### config.mk
export PLATFORM = sky130hd
export DESIGN_NAME = qos_arbiter_flat
export DESIGN_NICKNAME = d
export VERILOG_FILES = /design/src/rtl/qos_arbiter_if.sv /design/src/rtl/qos_arbiter.sv /design/src/flat_wrapper.sv
export SDC_FILE = /design/constraint.sdc
export NUM_CORES = 1
export LEC_CHECK = 0
export BUFFER_PORTS_ARGS = -buffer_cell sky130_fd_sc_hd__buf_2
export CAP_MARGIN = 25
export CORE_ASPECT_RATIO = 2
export CORE_UTILIZATION = 35
export DETAILED_ROUTE_END_ITERATION = 16
export GPL_TIMING_DRIVEN = 1
export SKIP_CTS_REPAIR_TIMING = 1
export SYNTH_ARGS = -nofsm -noshare
export SYNTH_HDL_FRONTEND = slang
export SYNTH_SLANG_ARGS = --single-unit
export TNS_END_PERCENT = 20
### constraint.sdc
create_clock -name CLK -period 2.9 [get_ports CLK]
set_clock_uncertainty 0.2 [all_clocks]
set_input_delay 0.58 -clock CLK [delete_from_list [all_inputs] [get_ports CLK]]
set_output_delay 0.58 -clock CLK [all_outputs]
set_load 0.005 [all_outputs]
### src/rtl/qos_arbiter_if.sv
`default_nettype none
// qos_arbiter_if: push/pop bus and per-channel status of qos_arbiter.
// Define QOS_WRR_EN to carry the per-channel WEIGHTS field. Rev 1.0
interface qos_arbiter_if #(
  parameter int DATA_W = 8,
  parameter int CH_W   = 2
);
  localparam int NCH = 2**CH_W;

  logic [DATA_W-1:0] DATA_IN;
  logic              WRITE;
  logic [CH_W-1:0]   WR_ID;
  logic              OUT_READY;
  logic [DATA_W-1:0] DATA_OUT;
  logic              VALID_OUT;
  logic [CH_W-1:0]   POP_ID;
  logic [NCH-1:0]    EMPTY;
  logic [NCH-1:0]    FULL;
  logic [NCH-1:0]    PAUSE;
  logic              ERR_OVERFLOW;
`ifdef QOS_WRR_EN
  logic [4*NCH-1:0]  WEIGHTS;

  modport slave (
    input  DATA_IN, WRITE, WR_ID, OUT_READY, WEIGHTS,
    output DATA_OUT, VALID_OUT, POP_ID, EMPTY, FULL, PAUSE, ERR_OVERFLOW
  );
  modport master (
    output DATA_IN, WRITE, WR_ID, OUT_READY, WEIGHTS,
    input  DATA_OUT, VALID_OUT, POP_ID, EMPTY, FULL, PAUSE, ERR_OVERFLOW
  );
`else
  modport slave (
    input  DATA_IN, WRITE, WR_ID, OUT_READY,
    output DATA_OUT, VALID_OUT, POP_ID, EMPTY, FULL, PAUSE, ERR_OVERFLOW
  );
  modport master (
    output DATA_IN, WRITE, WR_ID, OUT_READY,
    input  DATA_OUT, VALID_OUT, POP_ID, EMPTY, FULL, PAUSE, ERR_OVERFLOW
  );
`endif
endinterface
`default_nettype wire

### src/rtl/qos_arbiter.sv
`default_nettype none
// qos_arbiter: per-channel FIFOs feeding a registered round-robin output stage.
// Define QOS_WRR_EN for weighted round-robin driven by WEIGHTS. Rev 1.0
module qos_arbiter #(
  parameter int DATA_W  = 8,
  parameter int CH_W    = 2,
  parameter int DEPTH_W = 3,
  parameter int AF_TH   = 6,
  parameter int AE_TH   = 2
) (
  input  logic         CLK,
  input  logic         RESET,
  qos_arbiter_if.slave bus
);
  localparam int               NCH     = 2**CH_W;
  localparam logic [DEPTH_W:0] C_DEPTH = (DEPTH_W+1)'(2**DEPTH_W);
  localparam logic [DEPTH_W:0] C_AF    = (DEPTH_W+1)'(AF_TH);
  localparam logic [DEPTH_W:0] C_AE    = (DEPTH_W+1)'(AE_TH);
  localparam logic [CH_W-1:0]  C_LAST  = CH_W'(NCH-1);

  logic [NCH-1:0]    nonempty_w;
  logic [NCH-1:0]    full_w;
  logic [NCH-1:0]    push_w;
  logic [NCH-1:0]    pop_w;
  logic [DATA_W-1:0] rd_w [NCH];

  logic [DATA_W-1:0] data_q;
  logic              valid_q;
  logic [CH_W-1:0]   pop_id_q;
  logic [CH_W-1:0]   last_q;
  logic              err_q;

  logic              load_w;
  logic              stay_w;
  logic              grant_vld_w;
  logic [CH_W-1:0]   grant_w;

  assign load_w = !valid_q || bus.OUT_READY;

  for (genvar i = 0; i < NCH; i++) begin : g_ch
    logic [DATA_W-1:0]  mem_q [2**DEPTH_W];
    logic [DEPTH_W:0]   cnt_q;
    logic [DEPTH_W:0]   cnt_d;
    logic [DEPTH_W-1:0] wptr_q;
    logic [DEPTH_W-1:0] rptr_q;
    logic               pause_q;

    // Fullness is judged on the pre-edge count, so a same-cycle pop never rescues a push.
    assign nonempty_w[i]  = (cnt_q != '0);
    assign full_w[i]      = (cnt_q == C_DEPTH);
    assign push_w[i]      = bus.WRITE && (bus.WR_ID == CH_W'(i)) && !full_w[i];
    assign pop_w[i]       = load_w && grant_vld_w && (grant_w == CH_W'(i));
    assign rd_w[i]        = mem_q[rptr_q];
    assign bus.EMPTY[i]   = !nonempty_w[i];
    assign bus.FULL[i]    = full_w[i];
    assign bus.PAUSE[i]   = pause_q;

    always_comb begin
      cnt_d = cnt_q;
      if (push_w[i] && !pop_w[i]) begin
        cnt_d = cnt_q + 1'b1;
      end else if (!push_w[i] && pop_w[i]) begin
        cnt_d = cnt_q - 1'b1;
      end
    end

    always_ff @(posedge CLK) begin
      if (RESET) begin
        cnt_q   <= '0;
        wptr_q  <= '0;
        rptr_q  <= '0;
        pause_q <= 1'b0;
      end else begin
        cnt_q <= cnt_d;
        if (push_w[i]) wptr_q <= wptr_q + 1'b1;
        if (pop_w[i])  rptr_q <= rptr_q + 1'b1;
        if (cnt_d >= C_AF) begin
          pause_q <= 1'b1;
        end else if (cnt_d <= C_AE) begin
          pause_q <= 1'b0;
        end
      end
    end

    always_ff @(posedge CLK) begin
      if (push_w[i]) mem_q[wptr_q] <= bus.DATA_IN;
    end
  end

`ifdef QOS_WRR_EN
  // burst_q counts pops already given to last_q; its reset value forces a fresh search.
  logic [3:0] burst_q;
  logic [3:0] wt_raw_w;
  logic [3:0] wt_w;

  assign wt_raw_w = bus.WEIGHTS[{last_q, 2'b00} +: 4];
  assign wt_w     = (wt_raw_w == 4'd0) ? 4'd1 : wt_raw_w;
  assign stay_w   = nonempty_w[last_q] && (burst_q < wt_w);

  always_ff @(posedge CLK) begin
    if (RESET) begin
      burst_q <= 4'hF;
    end else if (load_w && grant_vld_w) begin
      burst_q <= stay_w ? (burst_q + 1'b1) : 4'd1;
    end
  end
`else
  assign stay_w = 1'b0;
`endif

  always_comb begin
    grant_vld_w = 1'b0;
    grant_w     = last_q;
    if (stay_w) begin
      grant_vld_w = 1'b1;
    end else begin
      for (int k = 1; k <= NCH; k++) begin
        if (!grant_vld_w && nonempty_w[last_q + CH_W'(k)]) begin
          grant_vld_w = 1'b1;
          grant_w     = last_q + CH_W'(k);
        end
      end
    end
  end

  always_ff @(posedge CLK) begin
    if (RESET) begin
      valid_q  <= 1'b0;
      data_q   <= '0;
      pop_id_q <= '0;
      last_q   <= C_LAST;
      err_q    <= 1'b0;
    end else begin
      if (bus.WRITE && full_w[bus.WR_ID]) err_q <= 1'b1;
      if (load_w) begin
        valid_q <= grant_vld_w;
        if (grant_vld_w) begin
          data_q   <= rd_w[grant_w];
          pop_id_q <= grant_w;
          last_q   <= grant_w;
        end
      end
    end
  end

  assign bus.DATA_OUT     = data_q;
  assign bus.VALID_OUT    = valid_q;
  assign bus.POP_ID       = pop_id_q;
  assign bus.ERR_OVERFLOW = err_q;
endmodule
`default_nettype wire

### src/flat_wrapper.sv
// flat-port wrapper written by rule: the top's interface ports become plain ports
module qos_arbiter_flat 
#(
  parameter int DATA_W  = 8,
  parameter int CH_W    = 2,
  parameter int DEPTH_W = 3,
  parameter int AF_TH   = 6,
  parameter int AE_TH   = 2
)
  (CLK, RESET, bus_DATA_IN, bus_WRITE, bus_WR_ID, bus_OUT_READY, bus_DATA_OUT, bus_VALID_OUT, bus_POP_ID, bus_EMPTY, bus_FULL, bus_PAUSE, bus_ERR_OVERFLOW);
  qos_arbiter_if #(.DATA_W(DATA_W), .CH_W(CH_W)) bus_i ();
  input  logic CLK;
  input  logic RESET;
  input wire logic [$bits(bus_i.DATA_IN)-1:0] bus_DATA_IN;
  input wire logic [$bits(bus_i.WRITE)-1:0] bus_WRITE;
  input wire logic [$bits(bus_i.WR_ID)-1:0] bus_WR_ID;
  input wire logic [$bits(bus_i.OUT_READY)-1:0] bus_OUT_READY;
  output wire logic [$bits(bus_i.DATA_OUT)-1:0] bus_DATA_OUT;
  output wire logic [$bits(bus_i.VALID_OUT)-1:0] bus_VALID_OUT;
  output wire logic [$bits(bus_i.POP_ID)-1:0] bus_POP_ID;
  output wire logic [$bits(bus_i.EMPTY)-1:0] bus_EMPTY;
  output wire logic [$bits(bus_i.FULL)-1:0] bus_FULL;
  output wire logic [$bits(bus_i.PAUSE)-1:0] bus_PAUSE;
  output wire logic [$bits(bus_i.ERR_OVERFLOW)-1:0] bus_ERR_OVERFLOW;
  assign bus_i.DATA_IN = bus_DATA_IN;
  assign bus_i.WRITE = bus_WRITE;
  assign bus_i.WR_ID = bus_WR_ID;
  assign bus_i.OUT_READY = bus_OUT_READY;
  assign bus_DATA_OUT = bus_i.DATA_OUT;
  assign bus_VALID_OUT = bus_i.VALID_OUT;
  assign bus_POP_ID = bus_i.POP_ID;
  assign bus_EMPTY = bus_i.EMPTY;
  assign bus_FULL = bus_i.FULL;
  assign bus_PAUSE = bus_i.PAUSE;
  assign bus_ERR_OVERFLOW = bus_i.ERR_OVERFLOW;
  qos_arbiter #(.DATA_W(DATA_W), .CH_W(CH_W), .DEPTH_W(DEPTH_W), .AF_TH(AF_TH), .AE_TH(AE_TH)) u_core (.CLK(CLK), .RESET(RESET), .bus(bus_i));
endmodule
# Word level (Yosys, flattened, before mapping)
# Memory sizes are Yosys's and may differ from the RTL's. A register that Yosys moved wholly into a read port is not among the register bits.
# Index checks and enable logic that the tools add are counted.
# totals
wordCells	179
input_bits	14
mem_count	4
mem_bits_rw	256
ff_bits	58
output_inout_bits	24
# classes
n_reduce_logical	57
mux	53
bitwise	1
order_cmp	14
n_eq_ne	10
addsub	19
# memory_table
name	depth	width	rd	rd_ports_with_merged_regs	wr	line	rtl
u_core.g_ch[0].mem_q	8	8	1	1	1	qos_arbiter.sv:41	logic [DATA_W-1:0] mem_q [2**DEPTH_W];
u_core.g_ch[1].mem_q	8	8	1	1	1	qos_arbiter.sv:41	
u_core.g_ch[2].mem_q	8	8	1	1	1	qos_arbiter.sv:41	
u_core.g_ch[3].mem_q	8	8	1	1	1	qos_arbiter.sv:41	
# op_table
cell	count
$mux 4	8
$logic_and 1x1->1	25
$mux 1	25
$add 3x1->3 const B	8
$mux 3	8
$logic_not 1->1	20
$add 4x1->4 const B	4
$bmux 8 s2	1
$eq 4x4->1 const B	4
$ge 4x3->1 const B	4
$le 4x2->1 const B	4
$mux 8	2
$reduce_bool 4->1	4
$sub 4x1->4 const B	4
$lt 2x3->1 const B	5
$bmux 1 s2	5
$eq 2x2->1 const B	4
$mux 2	4
$reduce_bool 2->1	4
$add 2x2->2 const B	2
$eq 2x1->1 const B	2
$logic_not 2->1	2
$ge 3x3->1 const B	1
$not 2->3	1
other kinds (3)	3

# Logic depth before layout (Yosys ltp)
# depth
word_depth	21
ltp_mapped	12
ltp_nobuf	10

# Worst setup path before layout
# No wires, ideal clock.
# synth_timing
kind	register to register
from	register u_core.g_ch[2].cnt_q[1]
to	memory u_core.g_ch[2].mem_q[6][0], enable pin
arrival_time_ps	2449
n_path_buf	0
period_less_slack_ps	3034
required_time_ps	2315
setup_slack_ps	-134
setup_time_ps	385
path_stages_with_launch	7
cell_sequence	dfxtp_1 inv_1 ha_1 and3b_1 nor3_1 nand2_1 nor3b_1
# synth_via
elab_chain_len	5
# synth_rtl
element	line	rtl
start, declared	qos_arbiter.sv:42	logic [DEPTH_W:0] cnt_q;
start signal, assigned	qos_arbiter.sv:74	cnt_q <= cnt_d;
$eq 4x4->1	qos_arbiter.sv:50	assign full_w[i] = (cnt_q == C_DEPTH);
net bus_FULL[2]	flat_wrapper.sv:22	output wire logic [$bits(bus_i.FULL)-1:0] bus_FULL;
$logic_not 1->1	qos_arbiter.sv:51	assign push_w[i] = bus.WRITE && (bus.WR_ID == CH_W'(i)) && !full_w[i];
$logic_and 1x1->1	qos_arbiter.sv:51	
$mux 1	qos_arbiter.sv:86	if (push_w[i]) mem_q[wptr_q] <= bus.DATA_IN;
$mux 1 (implied by the code)	qos_arbiter.sv:86	
end, declared	qos_arbiter.sv:41	
# The timed path passes the listed nets, and every way through them passes these cells.

# Final worst setup path
# layout_timing
from	register u_core.g_ch[3].cnt_q[1]
to	register u_core.g_ch[0].pause_q
# layout_via
elab_chain_len	20
word_cells_on_any_way	35
cone_classes	2 x order compare; 19 x mux; 14 x reduce/logical
# layout_rtl
element	line	rtl
start, declared	qos_arbiter.sv:42	
start signal, assigned	qos_arbiter.sv:74	
$reduce_bool 4->1 *	qos_arbiter.sv:49	assign nonempty_w[i] = (cnt_q != '0);
$bmux 1 s2	qos_arbiter.sv:118	if (!grant_vld_w && nonempty_w[last_q + CH_W'(k)]) begin
$mux 1 (implied by the code)	qos_arbiter.sv:118	
$mux 1	qos_arbiter.sv:118	
$logic_not 1->1	qos_arbiter.sv:118	
$logic_and 1x1->1	qos_arbiter.sv:118	
$mux 1	qos_arbiter.sv:118	
$logic_not 1->1	qos_arbiter.sv:118	
[... 4 more ...]	n/a	
$mux 2 / $mux 1 (equally long branches)	qos_arbiter.sv:118	
$logic_not 2->1 / $logic_and 1x1->1 (equally long branches)	qos_arbiter.sv:52	assign pop_w[i] = load_w && grant_vld_w && (grant_w == CH_W'(i));
$logic_and 1x1->1 *	qos_arbiter.sv:52	
$logic_and 1x1->1 / $logic_not 1->1 (equally long branches)	qos_arbiter.sv:62, qos_arbiter.sv:60	
$mux 4 / $logic_and 1x1->1 (equally long branches)	qos_arbiter.sv:62, qos_arbiter.sv:60	
$mux 4 *	qos_arbiter.sv:60	if (push_w[i] && !pop_w[i]) begin
$ge 4x3->1 / $le 4x2->1 (equally long branches)	qos_arbiter.sv:77, qos_arbiter.sv:79	
$mux 1 / $reduce_bool 2->1 (equally long branches)	n/a	
end signal, assigned	qos_arbiter.sv:72	pause_q <= 1'b0;
end signal, assigned	qos_arbiter.sv:78	pause_q <= 1'b1;
end signal, assigned	qos_arbiter.sv:80	pause_q <= 1'b0;
end, declared	qos_arbiter.sv:46	logic pause_q;
# Every way passes the cells marked *; elsewhere a longest branch is shown, timed or not. The select of a mux whose other input is x is not followed.
# A chain may end at the register's enable or synchronous reset.

==> impl_metrics.csv <==
group,metric,value,unit
run_status,status,"finished, final reports clean",
min_path,hold_path.class,"in -> reg",
place,io_buffers,37,
floorplan,die_w,140,microns
synth,synth_nets,862,
power,powerDensity,1040,nW/um^2
synth,synth_area,13400,sq um
critical_path,cp-startpoint,"u_core.g_ch[3].cnt_q[1]",
critical_path,crit_fanout,7,
clock_tree,cts_sinks,326,
route,drcViolationCount,0,
synth,ys_warn_count,0,
synth,yosys.area_share.adder,1.50,%
route,route.vias.total,7474,
final_layout,area_delta_synth_final,19.5,%
synth,syn_area_per_cell,16.0,sq um
timing,slew_headroom,53.7,%
clock_tree,clk_root_buffer_cell,"clkbuf_16",
synth,synth_edf_count,256,
synth,synthFlopType,"edfxtp_1",
critical_path,slowest_stage,"o41a_1",
timing,grt_setup_unrepaired,"true",
route,ant_nets,0,
place,dp_slack,-63.6,ps
critical_path,cp.required,3180,ps
route,vias_per_cell,5.24,
synth,yosys.area.top_type,"edfxtp_1",
global_routing,first_global_vias,7712,
power,vdd_drop_max,0.696,mV
critical_path,crit_path_end_kind,"flop",
clock_tree,cts.clk_slew.worst_paths,80,ps
power,cell_internal_pwr,11000,uW
route,drtPass1Iterations,4,
flow_run,maxCapViolations,0,
final_layout,layout_common_cells,"edfxtp_1, buf_4, dfxtp_1",
synth,synth_compound_area_share,6.29,%
final_layout,layoutNonFillerInstCount,1427,
power,swShare,34.2,%
final_layout,nNetsFinal,976,
synth,synth_seq_cells,326,
place,dpl.hpwl,20.9,mm
synth,ys_async_sr_fraction,0,%
clock_tree,clock_path_buffers,3,
global_routing,antenna_found_initial,0,
timing,setup_viol,0,
floorplan,start_util,35.7,%
timing,fin_ws,7.29,ps
critical_path,slowest_delay,570,ps
global_routing,grt_max_degree,50,
synth,synth_xor_area_share,1.77,%
floorplan,io_pins,38,
clock_tree,cts_buffers,28,
critical_path,worst_setup_path_start_kind,"flop",
global_routing,overflow,0,
clock_tree,clock_latency,560,ps
final_layout,n_fill_cell,3307,
place,place_area,14700,sq um
critical_path,crit_chain,"inv_2, ha_4, or3b_4, o41a_1, o211a_4, buf_12, a21oi_4, o2bb2a_2, xor2_2, a41oi_1",
timing,fin_crit,2890,ps
power,p_clk_share,25.2,%
power,p_leak,0.00532,uW
power,pwr-share-comb,41.5,%
synth,yosysUniqueCellTypes,64,
final_layout,layout-drive-gt1-share,30.7,%
critical_path,critical_path_buf_inv_count,2,
global_routing,grt_pass1_wl,46.1,mm
min_path,min_from,"bus_WRITE",
floorplan,die_h,278,microns
global_routing,grt_usage,16.0,%
clock_tree,cts_tree,"built",
power,p_switching,5680,uW
synth,yosysSeqAreaShare,68.1,%
synth,netlist.area_leader.share,57.6,%
critical_path,path_delay_family,"compound AO/OA/AOI/OAI gates",
floorplan,die_area,39000,sq um
timing,worst_slew_pin_slew,695,ps
critical_path,reg2reg_from,"u_core.g_ch[3].cnt_q[1]",
synth,synthMuxAreaShare,12.4,%
final_layout,mostFrequentLayoutCell,"edfxtp_1",
timing,min_period_over_period,99.7,%
place,place.gp.congestion,0.814,
timing,fmax,0.346,GHz
route,drtIter0Drc,431,
final_layout,stdcell_area,16000,sq um
floorplan,coreArea,37400,sq um
critical_path,path_class,"reg -> reg",
route,totalWireLength,30.5,mm
timing,slew_violations,0,
route,wire_per_inst,21.4,microns
critical_path,cp.arrival,3180,ps
final_layout,n_antenna_cell,0,
clock_tree,htree_num_levels,1,
synth,synth_top_family_by_area,"multiplexers",
timing,holdWs,108,ps
floorplan,placementRows,100,
timing,hold_viol_final,0,
place,post-place-cells,1368,
power,seqPwrFrac,33.3,%
synth,synthSimpleGateAreaFrac,7.71,%
synth,postSynthCellCount,832,
synth,synthTopCellsByArea,"edfxtp_1, mux4_2, dfxtp_1, a211oi_1, ha_1",
-- per-layer routing --
layer	global-route usage [%]	up-vias	share of wire [%]
met5	0	-	0
met2	32.2	146	58
met4	5.92	0	3.3
li1	-	3483	-
met1	16.2	3796	35
met3	2.10	49	3.4
-- worst paths after layout --
kind              slack (ps)                       to  cells after the start
setup / recovery           7   u_core.g_ch[0].pause_q                     10
hold / removal           110  u_core.bus.ERR_OVERFLOW                      3
setup reg to reg           7   u_core.g_ch[0].pause_q                     10
hold reg to reg          260     u_core.bus.POP_ID[1]                      2
-- registers in the layout, summed over array words and instances, names as in the netlist, named ones only --
register and cells:
u_core.last_q 2, u_core.g_ch.cnt_q 16, u_core.g_ch.rptr_q 12, u_core.bus.POP_ID 2, u_core.g_ch.mem_q 256, u_core.bus.DATA_OUT 8
u_core.g_ch.wptr_q 12, u_core.g_ch.pause_q 4, u_core.bus.ERR_OVERFLOW 1, u_core.bus.VALID_OUT 1
-- cell usage after synthesis (3+ instances only) --
master    number
xor2_1        13
or3_1          7
a21oi_1       34
a31oi_1        5
o31ai_1        3
clkbuf_1      30
nor4b_1        7
buf_1          4
dfxtp_1       70
nand2b_1       4
buf_4          4
and3b_1        4
nor4_1         6
xnor2_1       14
buf_2         14
nor2_1        49
nand3_1       11
nor3_1        15
a211oi_1      34
a41oi_1        3
nor2b_1       21
o211ai_1       4
o21ai_0        3
o221ai_1       3
inv_1         16
or3b_1         5
and3_1         3
edfxtp_1     256
ha_1          16
mux2i_1       18
nand2_1       38
nor3b_1        8
o21ai_1        4
mux4_2        65
-- cell families (layout without fill, tap and decap cells) --
group | count (synthesis) | count (layout)
xor+xnor | 27 | 27
flops | 326 | 326
fa+ha+maj | 16 | 16
buf+inv | 70 | 206
compound gates | 118 | 118
mux | 84 | 84
simple gates | 191 | 191
-- worst reg2reg max path: cells and delay by family (launching register included) --
family / cells / cell delay (ps)
adder cells (fa/ha/maj): 1 / 140
flip-flops: 1 / 320
XOR/XNOR: 1 / 150
buffers and inverters: 2 / 210
AND/OR/NAND/NOR: 1 / 440
AO/OA/AOI/OAI: 5 / 1360
-- cell type report --
class                   count  area [sq um]  share of cell area [%]
clock buffers              33           741                    4.64
clock inverters            19           289                    1.81
inverters                  17          63.8                   0.400
multi-input cells         436          4180                    26.2
flip-flops and latches    326          9090                    57.0
well taps                 459           574                    3.60
repair buffers            137          1010                    6.36
-- power groups by stage --
stage | Sequential, uW | Combinational [uW] | Clock, uW
final | 5550 | 6900 | 4180
after global routing | 5580 | 7470 | 4430
after CTS | 5530 | 6120 | 4270
after detailed placement | 5630 | 6090 | 0
after global placement | 5630 | 5990 | 0
after floorplan | 5590 | 3760 | 0
-- metrics by stage --
step / TNS, ps / power (uW) / util (%)
after CTS: -264 / 15900 / 41.9
final: 0 / 16600 / 42.6
after global placement: 0 / 11600 / 39.2
after global routing: -215 / 17500 / 42.6
after floorplan: -4680 / 9350 / -
after detailed placement: -135 / 11700 / 39.2
(Power assumes the default switching activity.)
